### config.mk
export PLATFORM = sky130hd
export DESIGN_NAME = hazard_scoreboard_unit
export DESIGN_NICKNAME = d
export VERILOG_FILES = /design/src/rtl/hazard_scoreboard_unit_pkg.sv /design/src/rtl/hazard_scoreboard_unit_mc_scoreboard.sv /design/src/rtl/hazard_scoreboard_unit.sv
export SDC_FILE = /design/constraint.sdc
export NUM_CORES = 1
export LEC_CHECK = 0
export CAP_MARGIN = 0
export CORE_UTILIZATION = 50
export DETAILED_ROUTE_END_ITERATION = 8
export GPL_ROUTABILITY_DRIVEN = 0
export PLACE_DENSITY = 0.87
export SKIP_LAST_GASP = 1
export SLEW_MARGIN = 20
export SYNTH_ARGS = -nofsm -noshare
export SYNTH_HDL_FRONTEND = slang
export SYNTH_SLANG_ARGS = --single-unit
### constraint.sdc
create_clock -name clk -period 6.6 [get_ports clk]
set_input_delay 0.99 -clock clk [delete_from_list [all_inputs] [get_ports clk]]
set_output_delay 0.99 -clock clk [all_outputs]
set_load 0.03 [all_outputs]
### src/rtl/hazard_scoreboard_unit_pkg.sv
// hazard_pkg
//   Shared definitions for the hazard/forwarding controller:
//   default index and counter widths, the forwarding-select encoding
//   and a helper that sizes the operand-select field for a given
//   number of forwarding sources.
package hazard_pkg;

  localparam int RAW_DEF   = 5;
  localparam int CNT_W_DEF = 16;

  // Operand-select encoding: 0 selects the register file, k selects
  // forwarding source k-1 (source 0 is the youngest, i.e. MEM).
  typedef logic [2:0] fwd_sel_t;
  localparam fwd_sel_t FWD_RF = 3'd0;

  // Width of the operand-select field for nfwd forwarding sources.
  function automatic int fsw_of(input int nfwd);
    return $clog2(nfwd + 1);
  endfunction

endpackage

### src/rtl/hazard_scoreboard_unit_mc_scoreboard.sv
// mc_scoreboard
//   Tracks the single variable-latency (mul/div) unit: a latency
//   down-counter, the destination of the op in flight, and a
//   per-register pending vector used for decode RAW/WAW stalls.
// Ports
//   clk, rst      clock, asynchronous active-low reset
//   mc_start_e    op enters the unit this cycle (ignored while busy)
//   mc_lat_e      its latency in cycles (0 behaves as 1)
//   mc_rd_e       its destination register
//   pending       one bit per register, set while a result is owed
//   mc_busy       unit occupied
//   mc_wb_valid   single-cycle writeback pulse in the last busy cycle
//   mc_wb_rd      destination for the writeback pulse (0 otherwise)
module mc_scoreboard
  import hazard_pkg::*;
#(
  parameter int NREG  = 32,
  parameter int RAW   = RAW_DEF,
  parameter int LAT_W = 6
) (
  input  logic             clk,
  input  logic             rst,
  input  logic             mc_start_e,
  input  logic [LAT_W-1:0] mc_lat_e,
  input  logic [RAW-1:0]   mc_rd_e,
  output logic [NREG-1:0]  pending,
  output logic             mc_busy,
  output logic             mc_wb_valid,
  output logic [RAW-1:0]   mc_wb_rd
);

  logic [LAT_W-1:0] cnt;
  logic [LAT_W-1:0] lat_eff;
  logic [RAW-1:0]   rd_q;
  logic [NREG-1:0]  pending_nxt;
  logic             start_ok;
  logic             last;

  // The counter holds the number of busy cycles still to come,
  // including the current one; the writeback lands when it reads 1.
  assign mc_busy     = (cnt != '0);
  assign last        = (cnt == LAT_W'(1));
  assign mc_wb_valid = last;
  assign mc_wb_rd    = last ? rd_q : '0;

  // A start while busy is dropped; decode stalls keep it from happening.
  assign start_ok = mc_start_e && !mc_busy;
  assign lat_eff  = (mc_lat_e == '0) ? LAT_W'(1) : mc_lat_e;

  // A clear (last busy cycle) and a set (start) never coincide,
  // because a start is only accepted when the unit is idle.
  always_comb begin
    pending_nxt = pending;
    if (last)
      pending_nxt[rd_q] = 1'b0;
    if (start_ok && (mc_rd_e != '0))
      pending_nxt[mc_rd_e] = 1'b1;
  end

  always_ff @(posedge clk or negedge rst) begin
    if (!rst) begin
      cnt     <= '0;
      rd_q    <= '0;
      pending <= '0;
    end else begin
      if (start_ok) begin
        cnt  <= lat_eff;
        rd_q <= mc_rd_e;
      end else if (mc_busy) begin
        cnt <= cnt - LAT_W'(1);
      end
      pending <= pending_nxt;
    end
  end

endmodule

### src/rtl/hazard_scoreboard_unit.sv
// hazard_scoreboard_unit
//   Hazard and forwarding controller for a 5-stage RV32 pipeline with
//   NFWD forwarding sources and one variable-latency execution unit.
//   Stall, flush and operand-select outputs are combinational; only the
//   scoreboard, the mc latency counter and the event counters are state.
// Ports
//   clk, rst                clock, asynchronous active-low reset
//   rs1_d, rs2_d, rd_d      decode register indices
//   rs1_use_d, rs2_use_d    decode instruction reads rs1 / rs2
//   regwrite_d, mc_op_d     decode writes rd / targets the mc unit
//   rs1_e, rs2_e, rd_e      execute register indices
//   regwrite_e, load_e      execute writes rd / is a load
//   fwd_rd, fwd_we          per-source destination (packed) and write enable
//   pcsrc_e                 taken branch/jump resolved in EX
//   mc_start_e/lat_e/rd_e   mc op issue, latency, destination
//   stall_f, stall_d        hold PC / IF_ID
//   flush_d, flush_e        clear IF_ID / ID_EX
//   fwd_a_e, fwd_b_e        operand selects (0 = regfile, k = source k-1)
//   mc_busy, mc_wb_valid, mc_wb_rd   mc unit status and writeback
//   stall_cnt, flush_cnt    saturating counts of stall_d / pcsrc_e cycles
module hazard_scoreboard_unit
  import hazard_pkg::*;
#(
  parameter int NREG  = 32,
  parameter int RAW   = RAW_DEF,
  parameter int NFWD  = 2,
  parameter int LAT_W = 6,
  parameter int CNT_W = CNT_W_DEF,
  localparam int FSW  = fsw_of(NFWD)
) (
  input  logic                clk,
  input  logic                rst,
  input  logic [RAW-1:0]      rs1_d,
  input  logic [RAW-1:0]      rs2_d,
  input  logic                rs1_use_d,
  input  logic                rs2_use_d,
  input  logic [RAW-1:0]      rd_d,
  input  logic                regwrite_d,
  input  logic                mc_op_d,
  input  logic [RAW-1:0]      rs1_e,
  input  logic [RAW-1:0]      rs2_e,
  input  logic [RAW-1:0]      rd_e,
  input  logic                regwrite_e,
  input  logic                load_e,
  input  logic [NFWD*RAW-1:0] fwd_rd,
  input  logic [NFWD-1:0]     fwd_we,
  input  logic                pcsrc_e,
  input  logic                mc_start_e,
  input  logic [LAT_W-1:0]    mc_lat_e,
  input  logic [RAW-1:0]      mc_rd_e,
  output logic                stall_f,
  output logic                stall_d,
  output logic                flush_d,
  output logic                flush_e,
  output logic [FSW-1:0]      fwd_a_e,
  output logic [FSW-1:0]      fwd_b_e,
  output logic                mc_busy,
  output logic                mc_wb_valid,
  output logic [RAW-1:0]      mc_wb_rd,
  output logic [CNT_W-1:0]    stall_cnt,
  output logic [CNT_W-1:0]    flush_cnt
);

  logic [NREG-1:0] pending;
  logic            load_use;
  logic            sb_raw;
  logic            sb_waw;
  logic            structural;
  logic            hazard;

  mc_scoreboard #(
    .NREG  (NREG),
    .RAW   (RAW),
    .LAT_W (LAT_W)
  ) u_mc (
    .clk         (clk),
    .rst         (rst),
    .mc_start_e  (mc_start_e),
    .mc_lat_e    (mc_lat_e),
    .mc_rd_e     (mc_rd_e),
    .pending     (pending),
    .mc_busy     (mc_busy),
    .mc_wb_valid (mc_wb_valid),
    .mc_wb_rd    (mc_wb_rd)
  );

  // Walking from oldest to youngest lets the youngest matching source
  // overwrite older ones, so MEM beats WB.
  always_comb begin
    fwd_a_e = FSW'(FWD_RF);
    fwd_b_e = FSW'(FWD_RF);
    for (int k = NFWD - 1; k >= 0; k--) begin
      if (fwd_we[k] && (fwd_rd[k*RAW +: RAW] == rs1_e) && (rs1_e != '0))
        fwd_a_e = FSW'(k + 1);
      if (fwd_we[k] && (fwd_rd[k*RAW +: RAW] == rs2_e) && (rs2_e != '0))
        fwd_b_e = FSW'(k + 1);
    end
  end

  assign load_use   = load_e && regwrite_e && (rd_e != '0) &&
                      ((rs1_use_d && (rs1_d == rd_e)) ||
                       (rs2_use_d && (rs2_d == rd_e)));
  // pending[0] is never set, so x0 sources need no explicit exclusion.
  assign sb_raw     = (rs1_use_d && pending[rs1_d]) ||
                      (rs2_use_d && pending[rs2_d]);
  assign sb_waw     = regwrite_d && (rd_d != '0) && pending[rd_d];
  assign structural = mc_op_d && (mc_busy || mc_start_e);
  assign hazard     = load_use || sb_raw || sb_waw || structural;

  // A redirect squashes the stalled decode instruction anyway, so it
  // drops the stall and lets the fetch of the new target proceed.
  assign stall_f = hazard && !pcsrc_e;
  assign stall_d = hazard && !pcsrc_e;
  assign flush_d = pcsrc_e;
  assign flush_e = hazard || pcsrc_e;

  always_ff @(posedge clk or negedge rst) begin
    if (!rst) begin
      stall_cnt <= '0;
      flush_cnt <= '0;
    end else begin
      if (stall_d && (stall_cnt != '1))
        stall_cnt <= stall_cnt + CNT_W'(1);
      if (pcsrc_e && (flush_cnt != '1))
        flush_cnt <= flush_cnt + CNT_W'(1);
    end
  end

endmodule

* Word level (Yosys, flattened, before mapping)
Index checks and enable logic that the tools add are counted.
** Storage, ports and cells
- RAM bits :: 0
- Bits in latches :: 0
- Register bits after elaboration :: 75
- Memory bits (read-only) :: 0
- Memories kept :: 0
- Input bits :: 63
** Operators by class
- Bitwise operators :: 3
- Multiply operators :: 0
- Div/mod/pow operators :: 0
- Shifts and indexed selects :: 0
- Mux-type cells :: 20
- Equal/unequal tests :: 9
- $lt $le $gt $ge :: 7
- Reductions and logical operators :: 42
- Add/subtract/negate cells :: 3
** Operator list (count)
- 2-to-1 mux 32 bit :: 2
- adder 16 x 1 -> 16 bit (second input constant) :: 2
- bitwise AND 32 bit :: 1
- inequality test 16 bit (second input constant) :: 2
- inverter 32 bit :: 1
- OR 32 bit :: 1
- == test 5 bit :: 6
- less-than comparator 5 x 6 -> 1 bit (second input constant) :: 5
- logical AND 1 bit :: 25
- nonzero test 5 bit :: 5
- 2-to-1 mux 6 bit :: 3
- binary-select mux 1 bit (select 5 bit) :: 3
- demux 1 bit (select 5 bit) :: 2
- >= comparator 5 x 1 -> 1 bit (second input constant) :: 2
- 2-to-1 mux 2 bit :: 4
- logical OR 1 bit :: 7
- == test 6 x 1 -> 1 bit (second input constant) :: 1
- logical NOT 6 bit :: 1
- nonzero test 6 bit :: 1
- subtractor 6 x 1 -> 6 bit (second input constant) :: 1
- 2-to-1 mux 1 bit :: 5
- 2-to-1 mux 5 bit :: 1
- logical NOT 1 bit :: 2
- nonzero test 2 bit :: 1

* Longest topological paths before layout
- Depth after elaboration :: 9
- Gate-level depth with buffers :: 10
- Gate-level depth less buffers :: 8

* Cells and area by module
Synthesis repeated with hierarchy kept, for this count alone.
** Unflattened totals
- Cell total of the unflattened synthesis :: 477
- Area, all modules :: 4943.5 µm²
** Modules (own cells, without submodules)
- hazard_scoreboard_unit :: cells an instance 270, area an instance 2770.2 µm², instances 1, sequential area each 800.8 µm²
- mc_scoreboard :: cells an instance 207, area an instance 2173.3 µm², instances 1, sequential area each 1076.0 µm²

* Least setup slack after synthesis
Ideal clock, no wire load.
- Kind :: in2out
- Start point :: in rs1_d[2]
- End point :: out stall_f
- Data required time :: 5.610 ns
- Buffers on the path :: 4
- Cell stages on the path :: 10
- Path slack :: 2.010 ns
- Arrival :: 3.600 ns
- Path through :: clkbuf_1 buf_2 mux4_2 mux2i_1 nor3b_1 or4_4 a2111oi_4 buf_4 nor2_1 buf_4
** On the way
- Word-level cells in the longest chain between the ends :: 8
- Elaborated cells on any way between the ends :: 12
** Ends and longest elaborated chain
- start: declaration :: line hazard_scoreboard_unit.sv:33 : input logic [RAW-1:0] rs1_d,
- binary-select mux 1 bit (select 5 bit) or == test 5 bit (tied branches) :: line hazard_scoreboard_unit.sv:104, hazard_scoreboard_unit.sv:101
- 2-to-1 mux 1 bit (implied by the code) or logical AND 1 bit (tied branches) :: line hazard_scoreboard_unit.sv:104, hazard_scoreboard_unit.sv:101
- logical AND 1 bit or logical OR 1 bit (tied branches) :: line hazard_scoreboard_unit.sv:104, hazard_scoreboard_unit.sv:101
- logical OR 1 bit or logical AND 1 bit (tied branches) :: line hazard_scoreboard_unit.sv:104, hazard_scoreboard_unit.sv:100
- logical OR 1 bit (*) (3 in series) :: line hazard_scoreboard_unit.sv:108 : assign hazard = load_use || sb_raw || sb_waw || structural;
- logical AND 1 bit (*)
- end: declaration :: line hazard_scoreboard_unit.sv:51 : output logic stall_f,
Every way passes the cells marked *; elsewhere a longest branch is shown, timed or not. The select of a mux whose other input is x is not followed.

* Worst setup path in the final report
- Start point :: in rs1_d[1]
- End point :: out stall_f
** On the way
- Word-level cells in the longest chain between the ends :: 8
- Elaborated cells on any way between the ends :: 12
** Ends and longest elaborated chain
- binary-select mux 1 bit (select 5 bit) or == test 5 bit (tied branches) :: line hazard_scoreboard_unit.sv:104, hazard_scoreboard_unit.sv:101
- 2-to-1 mux 1 bit (implied by the code) or logical AND 1 bit (tied branches) :: line hazard_scoreboard_unit.sv:104, hazard_scoreboard_unit.sv:101
- logical AND 1 bit or logical OR 1 bit (tied branches) :: line hazard_scoreboard_unit.sv:104, hazard_scoreboard_unit.sv:101
- logical OR 1 bit or logical AND 1 bit (tied branches) :: line hazard_scoreboard_unit.sv:104, hazard_scoreboard_unit.sv:100
- logical OR 1 bit (*) (3 in series) :: line hazard_scoreboard_unit.sv:108
- logical AND 1 bit (*) :: line hazard_scoreboard_unit.sv:112 : assign stall_f = hazard && !pcsrc_e;
Marks and branches as above.

==> summary.md <==
| Metric | Value |
|---|---|
| Fin crit share | `0.837` |
| Antenna violations before repair | `0` |
| Placement Cell Area | `5930 sq um` |
| Syn_nets | `542` |
| Mapped Area | `4790 sq um` |
| Fin. Hold Viols | `0` |
| Htree depth | `3` |
| Status | `completed` |
| Layout fillers | `688` |
| Inserted Clock Buffers | `9` |
| Worst Path Max Fanout | `17` |
| CP Data Arrival Time | `4.53 ns` |
| Largest net degree at the start of global routing | `76` |
| RR Endpoint | `stall_cnt[1]$_DFFE_PN0P_` |
| Crit path launch type | `primary input` |
| # rows | `35` |
| CP peak stage delay | `roughly 0.81 ns` |
| Post-CTS setup buffers | `0` |
| Mean post-synth cell area | `10.1 sq um` |
| Dpl hpwl | `9260 um` |
| Die height | `99.9 um` |
| Worst slack, placed | `1.09 ns` |
| Core ar. | `9240 sq um` |
| Mean routed wirelength per cell | `17.6 um` |
| Critical path class | `in -> out` |
| GRT met3 Usage | `0.0481` |
| I/O pin count | `110` |
| TritonCTS Sinks | `75` |
| Max-slew headroom | `0.385` |
| Synth top area cells | `dfrtp_1, mux4_2, xnor2_1` |
| Area share of the largest cell type after synthesis | `0.392` |
| GRT busiest layer | `met2` |
| Crit path max-delay cell type | `clkdlybuf4s50_1` |
| Asr flop ratio synth | `1.00` |
| Grt total ovfl | `0` |
| DIE AREA | `9970 sq um` |
| Layout area overhead | `28.2%` |
| Setup violators final | `0` |
| Worst EP required | `5.61 ns` |
| Resized cells post-CTS | `0` |
| Drt via density | `6.03` |
| Final-report max-slew violation count | `0` |
| Post-Syn Instances | `474` |
| Most used cell, CP | `clkdlybuf4s50_1` |
| CTS tree | `done` |
| Worst reg2reg path depth | `8` |
| RSZ-0062 raised after global routing | `false` |
| Vias after detailed routing | `4243` |
| Tot GR Track Use | `0.255` |
| Post-synth EDFFs | `0` |
| Warnings from Yosys | `0` |
| Prevailing post-synth register cell | `dfrtp_1` |
| Worst slew pin tran | `0.923 ns` |
| Worst Hold Slack | `0.492 ns` |
| Post-layout minimum cycle time | `approximately 5.5 ns` |
| Area leader, netlist | `dfrtp_1` |
| VDD IR max | `approximately 0.16 mV` |
| Fmax | `181 MHz` |
| TritonRoute pass-1 iters | `5` |
| Fin Setup TNS | `0 ns` |
| Hold bufs inserted after CTS | `0` |
| Cell Chain, Critical Path | `clkdlybuf4s50_1 > mux4_1 > mux2i_1 > nor3b_1 > or4_4 > a2111oi_4 > buf_4 > nor2_1 > clkdlybuf4s50_1` |
| Initial Utilization | `0.518` |
| Hold endpoint | `flush_cnt[11]$_DFFE_PN0P_` |
| Worst reg2reg setup slack | `between 3 and 4 ns` |
| Seq/Total Area, Yosys | `0.392` |
| HP Start | `flush_cnt[11]$_DFFE_PN0P_` |
| Static leakage | `2.28 nW` |
| Hold path cells | `1` |
| First-pass GRT wire length | `around 20000 um` |
| CTS Root Cell | `clkbuf_8` |
| Final WL | `12400 um` |
| Hold WC Path Type | `reg -> reg` |
| Clock Skews | `between 0.007 and 0.008 ns` |
| Post-synthesis cell type count | `52` |
| Worst setup margin | `1.08 ns` |
| Diodes inserted | `0` |
| Clk buf depth | `2` |
| Die X-Extent | `~100 um` |
| CP Capture Type | `primary output` |
| M2 GR Usage | `0.444` |
| Port bufs | `109` |
| Vias in the first global route | `approximately 4100` |
| Post-synthesis register bit count | `75` |
| Worst skew pair latency | `0.34 ns` |
| Drc violations | `0` |
| Overall power | `1.63 mW` |
| Ratio of cells with drive above 1 in the final layout | `0.0904` |
| Pwr/cell area | `around 260 nW/um^2` |
| Initial DRC Count | `358` |
| Final nets | `638` |
| Final instance area | `6140 sq um` |
| Max cap viols | `0` |
| Clock transition at path regs | `0.08 ns` |
| Post-route ant nets | `0` |
| Crit Reg-Reg Startpoint | `u_mc.pending[10]$_DFF_PN0_` |
| GR Util met1 | `0.324` |
[cell families after synthesis]
group | after synthesis | share of synthesized area
xor gates and xnor gates | 60 | 0.110
and+or+nand+nor | 166 | 0.200
adders and majority gates | 5 | 0.0131
DFF | 75 | 0.392
AOI/OAI and AO/OA | 93 | 0.117
muxes | 42 | 0.138
buffers and inverters | 33 | 0.0301
[layout make-up]
type / instances / area [sq um] / area share
Multi-Input combinational cell: 366 / 2770 / 0.452
Inverter: 7 / 26.3 / 0.00428
Clock inverter: 5 / 60.1 / 0.00978
Timing Repair Buffer: 111 / 1100 / 0.179
Sequential cell: 75 / 1880 / 0.306
Tap cell: 129 / 161 / 0.0263
Clock buffer: 11 / 141 / 0.0230
[state kept, by name (all words and copies together) (netlist names)]
signal and cells:
u_mc.pending 32, stall_cnt 16, u_mc.cnt 6, flush_cnt 16, u_mc.rd_q 5
[where the power goes]
part           switching, mW  leakage, nW  internal, mW
Combinational          0.305         1.35         0.272
Sequential             0.135        0.833         0.555
Clock                  0.171        0.100         0.187
[worst max path at each step]
| stage | slack, ns | start | cells past startpoint | to |
|---|---|---|---|---|
| detailed placement | 1.09 | rs1_d[1] | 9 | stall_f |
| finish | 1.08 | rs1_d[1] | 9 | stall_f |
| floorplan | 2.01 | rs1_d[2] | 10 | stall_f |
| global placement | 1.15 | rs1_d[1] | 9 | stall_d |
| CTS | 1.09 | rs1_d[1] | 9 | stall_f |
| global route | 0.93 | rs1_d[1] | 9 | stall_d |
[routing by layer]
metal	wire length (um)	up-vias
li1	-	1962
met5	0	-
met2	6210	197
met4	220	0
met1	5080	2063
met3	873	21
[Yosys cell counts, types with 3 or more instances]
master and instances:
nor3b_1 6, and2_1 3, buf_4 4, and4_1 3, nor2_1 17, a21oi_1 10, dfrtp_1 75, a2111oi_0 3
nand3_1 18, or3b_2 3, inv_1 7, ha_1 5, a31oi_1 3, nor2b_1 5, mux2_2 9, mux2i_1 13
nand4_1 19, xor2_1 25, nand2_1 26, nand2b_1 7, and3_1 16, clkbuf_1 14, nor4_1 9, xnor2_1 35
buf_2 4, nand3b_1 9, or4_1 4, mux4_2 17, o21ai_0 61, buf_1 4, nor3_1 11
[per-stage QoR]
step                      cells   util
after floorplan             474      -
after global placement      688  0.642
after detailed placement    688  0.642
after CTS                   704  0.664
after global routing        704  0.665
final                       704  0.665
[cells in the final DEF (no fill, tap or decap), drive strengths merged, types with 13 or more instances in the layout]
cell,Yosys,final
nand2,26,26
clkdlybuf4s50,0,108
xnor2,35,35
mux4,18,18
and3,16,16
nand3,18,18
nor2,17,17
xor2,25,25
o21ai,61,61
dfrtp,75,75
mux2i,13,13
nand4,19,19
[critical path: cells and delay by family]
kind / cells / cell delay, ns
buf+inv: 3 / 1.71
simple gates: 3 / 0.73
mux: 2 / 0.75
compound gates: 1 / 0.35
Note: power is estimated with default switching activity, not from simulation.
